==> src/rtl/sgpr_restore_pkg.sv <==
// Shared types for the SGPR restore sequencer: FSM state encoding and counter width.
package sgpr_restore_pkg;

  typedef enum logic [2:0] {
    IDLE  = 3'd0,
    HALT  = 3'd1,
    COPY  = 3'd2,
    DRAIN = 3'd3,
    DONE  = 3'd4,
    FAIL  = 3'd5
  } state_t;

  localparam int RESTORE_CNT_W = 8;

endpackage

==> src/rtl/sgpr_restore.sv <==
// Lockstep recovery sequencer: halts both cores, then copies x1..x(NUM_REGS-1) from
// the shared register file into both cores' local register files via one write port.
module sgpr_restore
  import sgpr_restore_pkg::*;
#(
  parameter int ADDR_WIDTH   = 5,
  parameter int DATA_WIDTH   = 32,
  parameter int NUM_REGS     = 32,
  parameter int HALT_TIMEOUT = 15
) (
  input  logic                     clk,
  input  logic                     rst_n,
  input  logic                     start_i,
  output logic                     halt_o,
  input  logic                     halted_i,
  output logic [ADDR_WIDTH-1:0]    raddr_o,
  input  logic [DATA_WIDTH-1:0]    rdata_i,
  output logic                     we_o,
  output logic [ADDR_WIDTH-1:0]    waddr_o,
  output logic [DATA_WIDTH-1:0]    wdata_o,
  output logic                     busy_o,
  output logic                     done_o,
  output logic                     fail_o,
  output logic [RESTORE_CNT_W-1:0] restore_cnt_o,
  output logic [2:0]               dbg_state_o
);

  localparam int TIMER_W = $clog2(HALT_TIMEOUT + 1);
  localparam logic [TIMER_W-1:0]    TIMER_LAST = TIMER_W'(HALT_TIMEOUT - 1);
  localparam logic [ADDR_WIDTH-1:0] ADDR_LAST  = ADDR_WIDTH'(NUM_REGS - 1);

  state_t                  state;
  state_t                  state_nxt;
  logic [TIMER_W-1:0]      timer;
  logic [ADDR_WIDTH-1:0]   cnt;

  always_ff @(posedge clk or negedge rst_n) begin
    if (!rst_n) state <= IDLE;
    else        state <= state_nxt;
  end

  always_comb begin
    state_nxt = state;
    case (state)
      IDLE:  if (start_i) state_nxt = HALT;
      // The last non-acknowledged cycle is the one where the timer would reach HALT_TIMEOUT.
      HALT: begin
        if (halted_i)                 state_nxt = COPY;
        else if (timer == TIMER_LAST) state_nxt = FAIL;
      end
      COPY:  if (cnt == ADDR_LAST) state_nxt = DRAIN;
      DRAIN: state_nxt = DONE;
      DONE:  state_nxt = IDLE;
      FAIL:  state_nxt = IDLE;
      default: state_nxt = IDLE;
    endcase
  end

  always_ff @(posedge clk or negedge rst_n) begin
    if (!rst_n) begin
      timer         <= '0;
      cnt           <= '0;
      we_o          <= 1'b0;
      waddr_o       <= '0;
      wdata_o       <= '0;
      restore_cnt_o <= '0;
    end else begin
      if (state == IDLE && start_i) begin
        timer <= '0;
        cnt   <= ADDR_WIDTH'(1);
      end
      if (state == HALT && !halted_i) timer <= timer + 1'b1;
      if (state == COPY)              cnt   <= cnt + 1'b1;
      // Write port trails the read port by one cycle; address/data hold when idle.
      we_o <= (state == COPY);
      if (state == COPY) begin
        waddr_o <= cnt;
        wdata_o <= rdata_i;
      end
      if (state == DONE && restore_cnt_o != '1) restore_cnt_o <= restore_cnt_o + 1'b1;
    end
  end

  assign halt_o      = (state == HALT) || (state == COPY) || (state == DRAIN) || (state == DONE);
  assign busy_o      = (state != IDLE);
  assign done_o      = (state == DONE);
  assign fail_o      = (state == FAIL);
  assign raddr_o     = (state == COPY) ? cnt : '0;
  assign dbg_state_o = state;

endmodule

==> config.mk <==
export PLATFORM = sky130hd
export DESIGN_NAME = sgpr_restore
export DESIGN_NICKNAME = d
export VERILOG_FILES = /design/src/rtl/sgpr_restore_pkg.sv /design/src/rtl/sgpr_restore.sv
export SDC_FILE = /design/constraint.sdc
export NUM_CORES = 1
export LEC_CHECK = 0
export ABC_AREA = 1
export CORE_UTILIZATION = 40
export DETAILED_ROUTE_END_ITERATION = 10
export HOLD_SLACK_MARGIN = 0.03
export MAX_ROUTING_LAYER = met4
export PLACE_DENSITY = 0.76
export SYNTH_ARGS = -nofsm -noshare
export SYNTH_HDL_FRONTEND = slang
export SYNTH_SLANG_ARGS = --single-unit
==> constraint.sdc <==
create_clock -name clk -period 1.2 [get_ports clk]
set_input_delay 0.24 -clock clk [delete_from_list [all_inputs] [get_ports clk]]
set_output_delay 0.24 -clock clk [all_outputs]
set_load 0.05 [all_outputs]
Yosys cells after proc, flatten, opt, wreduce, memory -nomap -nowiden

Cells that the tools add are included.

Muxes and demuxes: 10
Equality and inequality tests: 11
Reductions and logical operators: 12
Add/sub/neg operators: 3

Operators by type and width:

| kind                                           | count |
|---|---|
| 2-to-1 mux 5 bit                               | 3 |
| 2-to-1 mux 3 bit                               | 4 |
| case mux 3 bit (4 select lines)                | 1 |
| adder 8 x 1 -> 8 bit (second input constant)   | 1 |
| 2-to-1 mux 4 bit                               | 2 |
| inequality test 8 bit (second input constant)  | 1 |
| == test 3 x 2 -> 1 bit (second input constant) | 2 |
| == test 3 bit (second input constant)          | 2 |
| adder 5 x 1 -> 5 bit (second input constant)   | 1 |
| == test 5 bit (second input constant)          | 1 |
| adder 4 x 1 -> 4 bit (second input constant)   | 1 |
| == test 4 bit (second input constant)          | 1 |
| inequality test 2 bit (second input constant)  | 2 |
| nonzero test 2 bit                             | 2 |
| == test 3 x 1 -> 1 bit (second input constant) | 1 |
| logical AND 1 bit                              | 3 |
| zero test 3 bit                                | 1 |
| logical OR 1 bit                               | 3 |
| inequality test 3 bit (second input constant)  | 1 |
| AND reduction 3 bit                            | 1 |
| nonzero test 3 bit                             | 1 |
| zero test 1 bit                                | 1 |

Output and inout bits: 58
Word-level logic and storage cells: 43
Bits of input ports: 36
Register bits after elaboration: 58

Depth between registers and ports, before layout

Gate-level depths: netlist of the first run.

Word-level depth: 4
Mapped depth: 8
Mapped depth without buffers: 7

Worst setup path before layout of the first run

OpenSTA, ideal clock, no wires.

Kind: reg2out
Start point: reg state[0] (netlist: dbg_state_o[0])
End point: out fail_o
Data required time: 0.960 ns
Slack: -0.981 ns
Data arrival time: 1.941 ns
Cell stages (with the launch flop): 3
Path buffers: 0
Cells stage by stage: dfrtp_1 -> inv_1 -> nor3_1

Cells in the longest elaborated chain, start to end: 1

Ends and longest elaborated chain:

| what                   | RTL line           | source |
|---|---|---|
| start, declared        | sgpr_restore.sv:32 | `state_t state;` |
| start signal, assigned | sgpr_restore.sv:39 | `else state <= state_nxt;` |
| == test 3 bit          | sgpr_restore.sv:87 | `assign fail_o = (state == FAIL);` |
| end, declared          | sgpr_restore.sv:23 | `output logic fail_o,` |

Every way passes these cells.

Final worst setup path of the first run

Ends and elaborated chain as after synthesis.

==> results by group, run 1 <==
Outcome
  • Status: complete, but fails checks
  • Violated checks: negative setup slack

Drt
  • Vias/cell: 4.97
  • Final WL: 8560 microns
  • Post-route DRC violation count: 0
  • Vias after detailed routing: 2644
  • Top Layer Used: met4
  • ANT nets after route: 0
  • Pre-Repair DR Iteration Count: 4
  • Iter 0 DRT Violations: 55
  • WL met2: 4450 microns
  • WL met3: 651 microns
  • Met1 WL: 3190 microns
  • WL per Instance: 16.1 microns

Setup path
  • Critical R2R Launch: dbg_state_o[0]
  • Crit path DAT: 1360 ps
  • Critical path required time: 960 ps
  • Buffers & Inverters on Critical Path: 3
  • Worst setup path class: flop to primary output
  • CP max stage cell: dfrtp_2
  • R2r endpoint: wdata_o[1]
  • Reg2Reg Depth: 8
  • Flop2flop setup slack: -310 ps
  • Crit-path cells: inv_2 > buf_6 > nor3_4 > buf_12
  • CP peak stage delay: 430 ps
  • Worst path top cell family by delay: flip-flops
  • Worst setup SP type: flop
  • Largest fanout on the critical path: 5
  • Crit end category: primary output

Global route
  • Vias in the first global route: 2633
  • Global-route wire length before repair: 12300 microns
  • Tot GR Track Use: 25.8%
  • GRT overflow: 0
  • Antenna violations before repair: 0
  • Pin count of the biggest net entering global routing: 31

Synth
  • Mapped Cells: 303
  • Yosys reg bits: 58
  • Mapped cell area: 0.00258 sq mm
  • Post-synth EDFFs: 0
  • Post-synthesis sequential area ratio: 56.1%
  • Top cells by area, synth: dfrtp_1 (56%), nand2_1 (20%), nand3_1 (3.3%), nor2_1 (2.9%), o21ai_0 (2.5%)
  • Asr flop ratio synth: 100%
  • Synth Net Count: 344
  • Yosys warns: 0
  • Mean Syn Cell Area: 8.53 sq um
  • Area share of the largest cell type after synthesis: 56.1%
  • Ys flop type: dfrtp_1
  • Synth area leader: dfrtp_1
  • Yosys cell types: 27
  • Top cells by instance count after synthesis: nand2_1 (135), dfrtp_1 (58), nor2_1 (20)
  • Top-count cell post-synth: nand2_1

Final layout
  • Layout cells sized above 1: 39.8%
  • Area Overhead vs Synth: 99.9%
  • Non-Filler Instances: 532
  • Final Instance Area: 0.00517 sq mm
  • Final core utilization: 85.2%
  • Ant diodes: 0
  • Layout net count: 494

Timing
  • WHS: 328 ps
  • Unrepaired setup endpoints after global routing: true
  • Setup ws final: -400 ps
  • Final setup violating endpoints: 71
  • Minimum clock period: 1600 ps
  • Hold Fails Final Rpt: 0
  • Clock Skew: 8.01 ps
  • Slew margin rel.: 79.1%
  • Fin crit share: 133%
  • Fin. max-slew vios: 0
  • Slew at the pin closest to its max-slew limit: 314 ps
  • Fmax: 0.625 GHz

Power and ir drop
  • Power per cell area: 3170 mW/mm^2
  • Leakage: 2.47 nW
  • Worst VDD drop: 2.41 mV
  • Pwr Total: 16.4 mW

Clock network
  • CTS buffer count: 9
  • Clk Latency, worst-skew pair: 340 ps
  • Clk sink count: 58
  • CTS tree: done
  • H-tree depth: 3
  • Clock root buffer: clkbuf_8
  • Clk buf depth: 2
  • Clk slew on worst S/H paths: 70 ps

Floorplan
  • Floorplan row count: 28
  • # IOs: 94
  • Die width: 82.4 microns
  • Chip Height: 82.4 microns
  • Die area: 0.00679 sq mm
  • Initial Utilization: 42.7%
  • CORE AREA: 0.00606 sq mm

Placement
  • Placer congestion estimate: 0.808
  • PortBufs: 93
  • HPWL Detailed: 5120 microns
  • Placed inst area: 0.00444 sq mm
  • Placed Instances: 491

Hold path
  • Hold crit path type: input port to async pin

Run
  • MaxCap Viol Count: 0
[area by class of cell]
class,instances,area [sq um]
Timing Repair Buffer,147,2090
Multi-Input combinational cell,218,1250
Fill cell,298,895
Inverter,19,91.3
Clock inverter,3,40.0
Sequential cell,58,1460
Tap cell,75,93.8
Clock buffer,12,145
[report_power, final]
part | internal (mW) | total (mW) | switching (mW)
Sequential | 2.81 | 3.75 | 0.939
Clock | 0.998 | 1.75 | 0.754
Combinational | 5.14 | 10.9 | 5.72
Total | 8.94 | 16.4 | 7.41
[metrics by stage]
stage / TNS [ps] / worst slack, ps
after floorplan: -5000 / -275
after global placement: -2840 / -72.4
after global routing: -20050 / -458
final: -15890 / -400
after CTS: -13350 / -405
after detailed placement: -4890 / -122
[worst max-delay path by stage]
stage / startpoint / depth (start not counted) / end / slack, ps
final: dbg_state_o[0] / 4 / fail_o / -400
after global routing: dbg_state_o[0] / 4 / raddr_o[0] / -460
after CTS: dbg_state_o[0] / 4 / raddr_o[0] / -400
after detailed placement: dbg_state_o[1] / 4 / wdata_o[27] / -120
after global placement: dbg_state_o[2] / 4 / done_o / -70
after floorplan: dbg_state_o[2] / 4 / raddr_o[1] / -280
[worst reg2reg max path, delay by kind of cell (launching register included)]
family	cells	cell delay (ps)
buffers and inverters	4	560
flip-flops	1	450
AND/OR/NAND/NOR	4	380
[layout by cell type, fill, tap and decap left out, types with 10 or more instances in the layout]
master | synthesis | routed
nand3_1 | 17 | 15
dfrtp_1 | 58 | 50
buf_12 | 0 | 62
clkdlybuf4s50_1 | 0 | 34
nand2_1 | 135 | 127
inv_1 | 16 | 11
buf_4 | 4 | 26
nor2_4 | 0 | 13
clkbuf_8 | 0 | 10
buf_6 | 2 | 19
[layer usage]
metal / track usage, % / vias to the layer above
met5: - / -
met4: 9.30 / 0
met3: 10.2 / 28
met2: 42.6 / 112
met1: 28.0 / 1252
li1: - / 1252
[state kept, by name (all words and copies together) (netlist names)]
register and flops:
cnt 5, dbg_state_o 3, restore_cnt_o 8, timer 4, waddr_o 5, wdata_o 32
we_o 1
[logic make-up after synthesis]
logic type      share of synthesized area [%]
simple gates                             29.5
flops                                    56.1
buf+inv                                  5.71
compound gates                           3.92
xor+xnor                                 2.32
fa+ha+maj                                2.42
[repair_timing]
action,CTS,global route
hold endpoints to repair,9,0
setup buffers,16,6
resized for setup,30,53
cloned,3,1
setup endpoints to repair,70,78
hold buffers,1,0
pin swaps,8,19
(Power assumes the default switching activity.)
==> run 2, diff against run 1 <==
HOLD_SLACK_MARGIN = 0.12   (was 0.03)
==> results of run 2 <==
No change in the layout: final DEF, timing and power equal those of run 1.
==> run 3, diff against run 2 <==
HOLD_SLACK_MARGIN = 0.1   (was 0.12)
SLEW_MARGIN = 25   (was default)
==> results of run 3 <==
No change in the layout: final DEF, timing and power equal those of run 1.
